### src/rtl/interrupt_controller_pkg.sv
// Shared definitions for the interrupt controller, the control unit and the program ROM.
// Holds the tracker state encoding and the fetch-state / return-instruction defaults.
package interrupt_controller_pkg;

  typedef enum logic [1:0] {
    IDLE     = 2'b00,
    WAIT_CLR = 2'b01,
    PEND     = 2'b10,
    SERVICE  = 2'b11
  } ic_state_e;

  localparam int unsigned FETCH_STATE_DEF   = 0;
  localparam int unsigned MI_RET_INSTR_DEF  = 0;
  localparam int unsigned NMI_RET_INSTR_DEF = 100;

endpackage

### src/rtl/interrupt_controller_prio.sv
// Combinational priority encoder: reports the lowest set index of req_i and whether any bit is set.
module prio_encoder_lsb #(
  parameter int N = 4,
  parameter int W = 2
) (
  input  logic [N-1:0] req_i,
  output logic [W-1:0] idx_o,
  output logic         valid_o
);

  // Scanning from the top down lets the lowest set bit overwrite all higher ones.
  always_comb begin
    idx_o   = '0;
    valid_o = 1'b0;
    for (int i = N - 1; i >= 0; i--) begin
      if (req_i[i]) begin
        idx_o   = W'(i);
        valid_o = 1'b1;
      end
    end
  end

endmodule

### src/rtl/interrupt_controller.sv
// Multi-source interrupt tracker: arbitrates maskable requests plus an NMI, redirects the PC
// at a fetch boundary, follows the handler to its return instruction and acknowledges the source.
module interrupt_controller
  import interrupt_controller_pkg::*;
#(
  parameter int          NUM_SRC       = 4,
  parameter int          VEC_W         = 2,
  parameter int          INSTR_W       = 32,
  parameter int          CTRL_W        = 4,
  parameter int unsigned FETCH_STATE   = FETCH_STATE_DEF,
  parameter int unsigned MI_RET_INSTR  = MI_RET_INSTR_DEF,
  parameter int unsigned NMI_RET_INSTR = NMI_RET_INSTR_DEF
) (
  input  logic               clk,
  input  logic               reset,
  input  logic [CTRL_W-1:0]  control_state,
  input  logic [INSTR_W-1:0] instr,
  input  logic [NUM_SRC-1:0] irq,
  input  logic [NUM_SRC-1:0] irq_mask,
  input  logic               busy,
  input  logic               nmi,
  output logic               respond,
  output logic               nmi_active,
  output logic [VEC_W-1:0]   vector,
  output logic [NUM_SRC-1:0] ack,
  output logic               nmi_ack,
  output logic [1:0]         state
);

  ic_state_e          state_q;
  logic               respond_q;
  logic               nmiActive_q;
  logic [VEC_W-1:0]   vector_q;
  logic [NUM_SRC-1:0] ack_q;
  logic               nmiAck_q;

  logic [NUM_SRC-1:0] elig;
  logic [NUM_SRC-1:0] selMask;
  logic [VEC_W-1:0]   winIdx;
  logic               winValid;
  logic               atFetch;
  logic               retHit;
  logic               nmiEff;
  logic               withdrawn;
  logic               lineLow;

  assign elig    = irq & irq_mask & {NUM_SRC{~busy}};
  assign selMask = NUM_SRC'(1) << vector_q;
  assign atFetch = (control_state == CTRL_W'(FETCH_STATE));
  assign retHit  = nmiActive_q ? (instr == INSTR_W'(NMI_RET_INSTR))
                               : (instr == INSTR_W'(MI_RET_INSTR));
  // An NMI arriving while still pending pins the request, so it can no longer be withdrawn.
  assign nmiEff    = nmiActive_q | nmi;
  assign withdrawn = ~|(elig & selMask);
  assign lineLow   = nmiActive_q ? ~nmi : ~|(irq & selMask);

  prio_encoder_lsb #(
    .N(NUM_SRC),
    .W(VEC_W)
  ) u_prio (
    .req_i  (elig),
    .idx_o  (winIdx),
    .valid_o(winValid)
  );

  always_ff @(posedge clk or posedge reset) begin
    if (reset) begin
      state_q     <= IDLE;
      respond_q   <= 1'b0;
      nmiActive_q <= 1'b0;
      vector_q    <= '0;
      ack_q       <= '0;
      nmiAck_q    <= 1'b0;
    end else begin
      respond_q <= 1'b0;
      ack_q     <= '0;
      nmiAck_q  <= 1'b0;
      case (state_q)
        IDLE: begin
          if (nmi) begin
            state_q     <= PEND;
            nmiActive_q <= 1'b1;
            vector_q    <= '0;
          end else if (winValid) begin
            state_q     <= PEND;
            nmiActive_q <= 1'b0;
            vector_q    <= winIdx;
          end
        end
        PEND: begin
          if (nmi && !nmiActive_q) begin
            nmiActive_q <= 1'b1;
            vector_q    <= '0;
          end
          if (!nmiEff && withdrawn) begin
            state_q <= IDLE;
          end else if (atFetch) begin
            state_q   <= SERVICE;
            respond_q <= 1'b1;
          end
        end
        SERVICE: begin
          if (atFetch && retHit) begin
            state_q <= WAIT_CLR;
            if (nmiActive_q) nmiAck_q <= 1'b1;
            else             ack_q    <= selMask;
          end
        end
        WAIT_CLR: begin
          if (lineLow) state_q <= IDLE;
        end
        default: state_q <= IDLE;
      endcase
    end
  end

  assign respond    = respond_q;
  assign nmi_active = nmiActive_q;
  assign vector     = vector_q;
  assign ack        = ack_q;
  assign nmi_ack    = nmiAck_q;
  assign state      = state_q;

endmodule

### config.mk
export PLATFORM = sky130hd
export DESIGN_NAME = interrupt_controller
export DESIGN_NICKNAME = d
export VERILOG_FILES = /design/src/rtl/interrupt_controller_pkg.sv /design/src/rtl/interrupt_controller_prio.sv /design/src/rtl/interrupt_controller.sv
export SDC_FILE = /design/constraint.sdc
export NUM_CORES = 1
export LEC_CHECK = 0
export BUFFER_PORTS_ARGS = -buffer_cell sky130_fd_sc_hd__buf_2
export CORE_MARGIN = 3
export CORE_UTILIZATION = 30
export DETAILED_ROUTE_END_ITERATION = 6
export GPL_ROUTABILITY_DRIVEN = 0
export PLACE_DENSITY_LB_ADDON = 0.1
export SLEW_MARGIN = 25
export SYNTH_ARGS = -nofsm -noshare
export SYNTH_HDL_FRONTEND = slang
export SYNTH_SLANG_ARGS = --single-unit
### constraint.sdc
create_clock -name clk -period 3.45 [get_ports clk]
set_input_delay 0.69 -clock clk [delete_from_list [all_inputs] [get_ports clk]]
set_output_delay 0.69 -clock clk [all_outputs]
set_load 0.02 [all_outputs]
# ---- After elaboration in Yosys (flattened, before gate mapping)
# Cells that the tools add are included.
dict set report op_classes {
  reduce_logical 15
  shifts 1
  muxes 34
  bitwise 7
  addsub 0
  div 0
  magnitude_cmp 0
  n_eq_ne 9
  n_mul 0
}
# op count
set op_table {}
lappend op_table {{$eq 32x7->1 const B} 1}
lappend op_table {{$logic_not 32->1} 1}
lappend op_table {{$mux 2} 13}
lappend op_table {{$and 4x4->4} 4}
lappend op_table {{$mux 1} 15}
lappend op_table {{$mux 4} 3}
lappend op_table {{$pmux 2 s4} 1}
lappend op_table {{$reduce_or 4->1} 2}
lappend op_table {{$ne 2x2->1 const B} 3}
lappend op_table {{$eq 2x2->1 const B} 2}
lappend op_table {{$logic_not 1->1} 4}
lappend op_table {{$logic_not 4->1} 1}
lappend op_table {{$pmux 2 s2} 1}
lappend op_table {{$reduce_and 4->1} 1}
lappend op_table {{$shl 1x2->4 const A} 1}
lappend op_table {{$logic_and 1x1->1} 3}
lappend op_table {{$ne 3x2->1 const B} 1}
lappend op_table {{$ne 3x3->1 const B} 1}
lappend op_table {{$reduce_and 3->1} 1}
lappend op_table {{$eq 2x1->1 const B} 1}
lappend op_table {{$logic_not 2->1} 1}
lappend op_table {{$not 1->1} 2}
lappend op_table {{$pmux 1 s2} 1}
lappend op_table {{$reduce_bool 2->1} 1}
lappend op_table {{$or 1x1->1} 1}
dict set report word_totals {
  word_cells 72
  rom_bits 0
  mem_count 0
  output_inout_bits 11
  regBits 11
  ramBits 0
  latch_bits 0
}

# ---- Depth between registers and ports, before layout
# Gate-level depths: netlist of run 1.
dict set report logic_depth {
  ltp_word 9
  mapped_depth 6
  mapped_depth_nobuf 5
}

# ---- Cells and area by module
# Synthesis of run 1 repeated with hierarchy kept, for this count alone.
dict set report unflattened {
  cells_unflattened 74
  hier_area_um2 701.9
}
# module cells_per_inst n_inst area_each_um2
set by_module_without_submodules {}
lappend by_module_without_submodules {interrupt_controller 67 1 666.9}
lappend by_module_without_submodules {prio_encoder_lsb 7 1 35.0}

# ---- Worst setup path before layout of run 1
# Ideal clock, no wire load.
dict set report synth_path {
  path_type {input to register}
  start {input irq[1]}
  end {register vector_q[0] (netlist: vector[0])}
  path_buffers 0
  setup_slack_ns 1.676
  arrival_time_ns 1.649
  setup_ns 0.125
  path_stages 5
  cell_sequence {nand2_1 -> o21ai_0 -> or3_4 -> nand3_2 -> mux2_2}
}
dict set report synth_between {
  elab_chain_len 7
  elab_cells_between_ends 11
  cone_classes {eq/ne (1); mux (7); bitwise (2); reduce/logical (1)}
}
# element line_no
set synth_lines {}
lappend synth_lines {{from (decl)} interrupt_controller.sv:18} ;# input logic [NUM_SRC-1:0] irq,
lappend synth_lines {{$and 4x4->4 (*) (2 in a row)} interrupt_controller.sv:47} ;# assign elig = irq & irq_mask & {NUM_SRC{~busy}};
lappend synth_lines {{$mux 2 (2 in a row)} interrupt_controller_prio.sv:16} ;# if (req_i[i]) begin
lappend synth_lines {{$mux 2} interrupt_controller.sv:84} ;# end else if (winValid) begin
lappend synth_lines {{$mux 2} interrupt_controller.sv:80} ;# if (nmi) begin
lappend synth_lines {{$pmux 2 s2} interrupt_controller.sv:78} ;# case (state_q)
lappend synth_lines {{to (signal assigned)} interrupt_controller.sv:87} ;# vector_q <= winIdx;
lappend synth_lines {{to (decl)} interrupt_controller.sv:33} ;# logic [VEC_W-1:0] vector_q;
# Mark *: on every way between the ends. The rest lies on a longest branch, timed or not. The select of a mux whose other input is x is not followed.
# A chain may end at the register's enable or synchronous reset.

# ---- Worst setup path in the final report of run 1
dict set report layout_path {
  start {register vector_q[1] (netlist: vector[1])}
  end {output vector[1]}
}
# element line_no
set layout_rtl {}
lappend layout_rtl {{to (decl)} interrupt_controller.sv:24} ;# output logic [VEC_W-1:0] vector,
# No word-level cell between the ends.

==> impl_metrics.csv, run 1 <==
group,metric,value,unit
worst_setup_path,path_delay_family,"flip-flops",
pwr,vdd_drop_max,0.0001586,V
timing,slew_viol_final,0,
layout,multiInputGateArea,424.2,sq um
synthesis,yosys_warnings,0,
timing,period_needed,1.682,ns
global_route,grt_pass1_wl,2953,um
timing,clock_skew,0.003113,ns
clock_network,cts_inserted_buffers,3,
detailed_routing,via_per_inst,4.994,
timing,hold_viol_final,0,
timing,period_share,48.76,%
place,dp_hpwl,1705,um
detailed_routing,drc,0,
layout,drive_above_1_share,48.95,%
synthesis,syn_inst,82,
worst_setup_path,endpoint_kind,"output port",
synthesis,yosys_register_bits,11,
clock_network,cts_tree,"done",
worst_setup_path,reg2reg_depth,5,
place,numPortBuffers,58,
worst_setup_path,cp_num_cells,1,
layout,regArea,275.3,sq um
detailed_routing,wl,1975,um
global_route,first_global_vias,766,
timing,setup_viol,0,
synthesis,seq_area_frac_synth,37.93,%
detailed_routing,ant_nets,0,
worst_setup_path,cp_max_fo,10,
detailed_routing,post_drt_wl_per_cell,11.55,um
clock_network,cts_hold_buffers,0,
synthesis,yosys.area.top_type_share,37.93,%
worst_setup_path,crit_chain,"buf_2",
clock_network,root_buffer,"clkbuf_4",
worst_setup_path,crit_buf_inv,1,
worst_setup_path,regToRegSetupSlack,1.81,ns
synthesis,synthTopCellsByArea,"dfrtp_1, nor4_1, nand2_1",
timing,worst_slew_pin_slew,0.4546,ns
die,die_w,55.19,um
die,rows,17,
flow_run,drv_cap,0,
global_route,grt.overflow.total,0,
synthesis,syn-num-nets,130,
timing,tns,0,ns
outcome,status,"finished, final reports clean",
pwr,finalPower,0.0004480,W
synthesis,synth_top_cell_by_area,"dfrtp_1",
layout,final_nets,192,
clock_network,cts_setup_buffers,0,
die,dieArea,0.003045,sq mm
clock_network,cts.clk_slew.worst_paths,0.07,ns
timing,timing.fmax,0.5944,GHz
layout,n_fill_cell,240,
global_route,antenna_found_initial,0,
worst_setup_path,slowest_delay,0.51,ns
clock_network,clockBufferDepth,2,
worst_setup_path,required,2.76,ns
die,start_util,32.19,%
clock_network,numClockSinks,11,
detailed_routing,vias,854,
die,boundaryPins,59,
worst_setup_path,setup.worst_path.start_class,"flip-flop",
worst_setup_path,critPathKind,"flip-flop to output port",
global_route,grt_max_degree,12,
synthesis,syn_area_per_cell,8.850,sq um
worst_setup_path,crit_slowest_cell,"dfrtp_1",
timing,max_slew_margin,68.91,%
layout,area_growth,47.41,%
pwr,leakagePower,0.5424,nW
die,die_y,55.19,um
clock_network,h-tree-depth,1,
detailed_routing,drt_pass1_iterations,4,
synthesis,synth_cell_types,34,
min_path,hp-class,"input port to asynchronous set/reset pin",
die,core,0.002255,sq mm
detailed_routing,first_iter_violations,9,
synthesis,syn-cell-area,725.7,sq um
worst_setup_path,worstPathArrival,0.99,ns
layout,antenna_cells,0,
clock_network,cts_resized,0,
timing,rsz0062_at_grt,"false",
global_route,grt.total_usage,13.49,%
pwr,powerDensity,418.8,mW/mm^2
clock_network,clkLatencyLatePin,0.26,ns
## sequential cells by signal, summed over array words and instances, names as in the netlist
name and cells:
ack 4, state 2, nmi_ack 1, respond 1
nmi_active 1, vector 2
## layer usage
layer / global-route usage, % / vias to the layer above / wire, um
li1: - / 431 / -
met1: 14.43 / 382 / 791
met2: 24.80 / 41 / 941
met3: 2.145 / 0 / 242
met4: 7.692 / 0 / 0
met5: 0 / - / 0
## logic make-up after synthesis
family                 share of synthesized area, %
DFF                                           37.93
and+or+nand+nor                               41.90
muxes                                         4.310
AOI/OAI and AO/OA                             12.24
buffers and inverters                         3.621
## power by group
| part | switching (W) | leakage [nW] | internal, W |
|---|---|---|---|
| Sequential | 0.0000323 | 0.145 | 0.000148 |
| Combinational | 0.000102 | 0.382 | 0.0000803 |
| Clock | 0.0000406 | 0.0150 | 0.0000447 |
| Total | 0.000175 | 0.542 | 0.000273 |
## cell usage after synthesis
cell and number:
dfrtp_1 11, nand2_1 10, nor2_1 9, nor4_1 7, inv_1 5, a21oi_1 3, nand3_1 3, o21ai_0 3
and4_1 2, mux2i_1 2, nand3_2 2, nand4_1 2, or3_1 2, a2111oi_0 1, a22o_1 1, a22oi_1 1
a31oi_2 1, and2_1 1, and2_2 1, and3_2 1, buf_4 1, mux2_2 1, nand2b_1 1, nand3b_1 1
nand4b_1 1, nand4bb_1 1, nor2b_1 1, nor3_1 1, nor4_2 1, nor4_4 1, o211ai_1 1, o21ai_1 1
o311ai_0 1, or3_4 1
## worst paths after layout
kind,from,to
setup / recovery,vector[1],vector[1]
hold / removal,reset,nmi_active
setup reg to reg,state[0],vector[0]
hold reg to reg,vector[0],vector[0]
max in group asynchronous,reset,nmi_ack
min in group clk,vector[0],vector[0]
## placed cells by master (no fill, tap or decap), drive strengths merged
| cell | Yosys | final |
|---|---|---|
| o21ai | 4 | 4 |
| nor4 | 9 | 9 |
| a2111oi | 1 | 1 |
| a22o | 1 | 1 |
| o211ai | 1 | 1 |
| and3 | 1 | 1 |
| nand4b | 1 | 1 |
| nor3 | 1 | 1 |
| nand2b | 1 | 1 |
| nand3 | 5 | 5 |
| a21oi | 3 | 3 |
| nand4 | 2 | 2 |
| clkbuf | 0 | 4 |
| nand3b | 1 | 1 |
| buf | 1 | 58 |
| nor2b | 1 | 1 |
| mux2i | 2 | 2 |
| o311ai | 1 | 1 |
| and4 | 2 | 2 |
| dfrtp | 11 | 11 |
| and2 | 2 | 2 |
| mux2 | 1 | 1 |
| nand2 | 10 | 10 |
| or3 | 3 | 3 |
| nor2 | 9 | 9 |
| nand4bb | 1 | 1 |
| a31oi | 1 | 1 |
| inv | 5 | 5 |
| a22oi | 1 | 1 |
## final cells by class
cell class | instances | share of cell area (%)
Tap cell | 28 | 3.275
Sequential cell | 11 | 25.73
Multi-Input combinational cell | 65 | 39.65
Timing Repair Buffer | 58 | 27.13
Clock buffer | 4 | 2.456
Inverter | 5 | 1.754
## per-stage QoR
step                      utilization [%]  std cells  hold WS (ns)  setup WS (ns)  instance area, sq um
after CTS                           47.45        171        0.4104          1.753                  1070
after global placement              46.28        167        0.5492          1.479                  1044
after detailed placement            46.28        167        0.5559          1.479                  1044
final                               47.45        171        0.4019          1.768                  1070
after floorplan                         -         82        0.5424          1.676                 725.7
after global routing                47.45        171        0.4321          1.570                  1070
Note: power is estimated with default switching activity, not from simulation.
==> run 2, diff against run 1 <==
- ABC_AREA: unset -> 1
- clock period: 3.45 -> 1.6 ns (I/O delays scaled with it)
==> run 2 against run 1 <==
Net effect:
- non-clock buffer count stayed put
- first-iteration DRC count up 110%
- wire length increased by 9.9%
- synthesized area rose by 16%
- power grew to 2.8 times the previous value
- cell count increased by 29%
- setup slack lost 1.5 ns
- critical path type unchanged
- highest routed layer is now met4
==> impl_metrics.csv, run 2 <==
group,metric,value,unit
place,dpl_cell_area,0.001167,sq mm
worst_setup_path,required,1.28,ns
synthesis,synth_compound_area_share,8.197,%
synthesis,synth_top_cell_by_area,"dfrtp_1",
worst_setup_path,endpoint_kind,"output port",
pwr,power.share.clock,14.5,%
global_route,first_global_vias,861,
timing,worst_slew_pin_slew,0.4053,ns
die,start_util,32.70,%
clock_network,cts_hold_buffers,0,
pwr,switching_share,46.23,%
detailed_routing,wl,2170,um
synthesis,synth_commonest_cells,"nand2_1, nor2_1, dfrtp_1, inv_1, nor2_2",
detailed_routing,first_iter_violations,19,
die,die_y,58.90,um
synthesis,syn-cell-area,839.6,sq um
clock_network,cts_resized,0,
timing,rsz0062_at_grt,"false",
synthesis,synthXorXnorAreaFrac,0,%
synthesis,syn-num-nets,176,
detailed_routing,post_drt_wl_per_cell,9.864,um
timing,tns,0,ns
synthesis,synth-simple-area-share,51.71,%
layout,final_nets,239,
synthesis,synth.most_common_cell,"nand2_1",
global_route,grt.overflow.total,0,
synthesis,synthTopCellsByArea,"dfrtp_1, nand2_1, nor2_1",
global_route,antenna_found_initial,0,
synthesis,synth_cell_types,23,
pwr,leakagePower,0.6599,nW
timing,period_share,82.30,%
synthesis,synthMuxAreaShare,0,%
place,numPortBuffers,58,
detailed_routing,drc,0,
layout,antenna_cells,0,
worst_setup_path,worstPathArrival,1.00,ns
synthesis,ys.flop_type,"dfrtp_1",
layout,final_cell_mix,"buf_2, nand2_1, nor2_1",
place,dp_hpwl,1897,um
synthesis,async_reset_ff_share,100.0,%
clock_network,cts.clk_slew.worst_paths,0.07,ns
synthesis,synth_edf_count,0,
synthesis,syn_inst,128,
detailed_routing,via_per_inst,4.373,
pwr,p_int,0.0006646,W
outcome,status,"finished, final reports clean",
timing,slew_viol_final,0,
timing,period_needed,1.317,ns
worst_setup_path,slowest_delay,0.51,ns
pwr,vdd_drop_max,0.0004618,V
layout,layout_commonest_cell,"buf_2",
timing,setup_viol,0,
min_path,hp-class,"input port to asynchronous set/reset pin",
clock_network,numClockSinks,11,
die,rows,18,
timing,clock_skew,0.004484,ns
synthesis,synth_top_family_by_area,"simple AND/OR/NAND/NOR gates",
layout,drive_above_1_share,43.16,%
layout,largest_register_ffs,4,
layout,design_area,0.001194,sq mm
detailed_routing,vias,962,
worst_setup_path,path_delay_family,"flip-flops",
worst_setup_path,crit_slowest_cell,"dfrtp_1",
pwr,power.share.combinational,51.3,%
timing,timing.fmax,0.7595,GHz
clock_network,clockBufferDepth,2,
layout,area_growth,42.18,%
synthesis,yosys_warnings,0,
clock_network,clkLatencyLatePin,0.26,ns
clock_network,cts_setup_buffers,0,
synthesis,yosys.area.top_type_share,32.79,%
worst_setup_path,crit_chain,"buf_2",
timing,max_slew_margin,72.95,%
pwr,power.switching,0.0005715,W
detailed_routing,ant_nets,0,
synthesis,seq_area_frac_synth,32.79,%
die,core,0.002567,sq mm
clock_network,h-tree-depth,1,
synthesis,synthAdderAreaFrac,0,%
worst_setup_path,critPathKind,"flip-flop to output port",
clock_network,root_buffer,"clkbuf_4",
layout,n_fill_cell,288,
pwr,powerDensity,1036,mW/mm^2
global_route,grt.total_usage,12.41,%
flow_run,drv_cap,0,
pwr,p_seq_share,34.1,%
global_route,grt_max_degree,12,
worst_setup_path,crit_buf_inv,1,
worst_setup_path,cp_max_fo,8,
die,dieArea,0.003469,sq mm
global_route,grt_pass1_wl,3387,um
clock_network,cts_inserted_buffers,3,
clock_network,cts_tree,"done",
timing,hold_viol_final,0,
synthesis,yosys_register_bits,11,
worst_setup_path,setup.worst_path.start_class,"flip-flop",
detailed_routing,drt_pass1_iterations,4,
die,die_w,58.90,um
synthesis,syn_area_per_cell,6.559,sq um
die,boundaryPins,59,
## run 2: cell types whose count changed after synthesis, sizes merged, moves of 3 or more
cell	change
or3	-3
nor3	+3
nor4	-9
inv	+9
o21ai	+3
nor2	+27
nand2	+26
nand3	+4
## run 2: power groups by stage
stage               Sequential, W  Clock [W]  Combinational, W
global placement         0.000424          0          0.000630
finish                   0.000422   0.000179          0.000635
detailed placement       0.000428          0          0.000640
floorplan                0.000477          0          0.000381
CTS                      0.000422   0.000189          0.000642
global route             0.000432   0.000200          0.000718
## run 2: layer usage
layer | global-route usage (%) | part of all wire [%] | up-vias | wire length (um)
met3 | 1.535 | 9.9 | 2 | 214
li1 | - | - | 527 | -
met5 | 0 | 0 | - | 0
met2 | 22.24 | 48 | 41 | 1038
met1 | 14.52 | 41 | 392 | 893
met4 | 5.825 | 1.1 | 0 | 24
## run 2: worst paths after layout
path	start	endpoint	slack [ns]	depth (start not counted)
max in group asynchronous	reset	ack[0]	1.28	2
min in group clk	control_state[3]	respond	0.34	4
hold reg to reg	vector[1]	vector[1]	0.56	2
setup reg to reg	vector[0]	state[0]	0.33	8
setup / recovery	vector[0]	vector[0]	0.28	1
hold / removal	reset	nmi_active	0.03	2
## run 2: final cells by class
| type | count | area, sq um | area share, % |
|---|---|---|---|
| Inverter | 16 | 61.31 | 5.136 |
| Timing Repair Buffer | 58 | 290.3 | 24.32 |
| Multi-Input combinational cell | 101 | 503.0 | 42.14 |
| Sequential cell | 11 | 275.3 | 23.06 |
| Tap cell | 30 | 37.54 | 3.145 |
| Clock buffer | 4 | 26.28 | 2.201 |
## run 2: kinds of logic (layout without fill, tap and decap cells)
logic type / count (synthesis) / in the layout
buffers and inverters: 16 / 78
AOI/OAI and AO/OA: 12 / 12
DFF: 11 / 11
and+or+nand+nor: 89 / 89
## run 2: per-stage QoR
| step | util (%) | std cells | hold WS [ns] | setup WS [ns] | power, W |
|---|---|---|---|---|---|
| floorplan | - | 128 | 0.1724 | 0.3593 | 0.0008573 |
| global placement | 45.47 | 216 | 0.3240 | 0.2386 | 0.001054 |
| detailed placement | 45.47 | 216 | 0.3282 | 0.2231 | 0.001067 |
| CTS | 46.49 | 220 | 0.03898 | 0.2832 | 0.001253 |
| global route | 46.49 | 220 | 0.06550 | 0.1591 | 0.001349 |
| finish | 46.49 | 220 | 0.03144 | 0.2833 | 0.001236 |
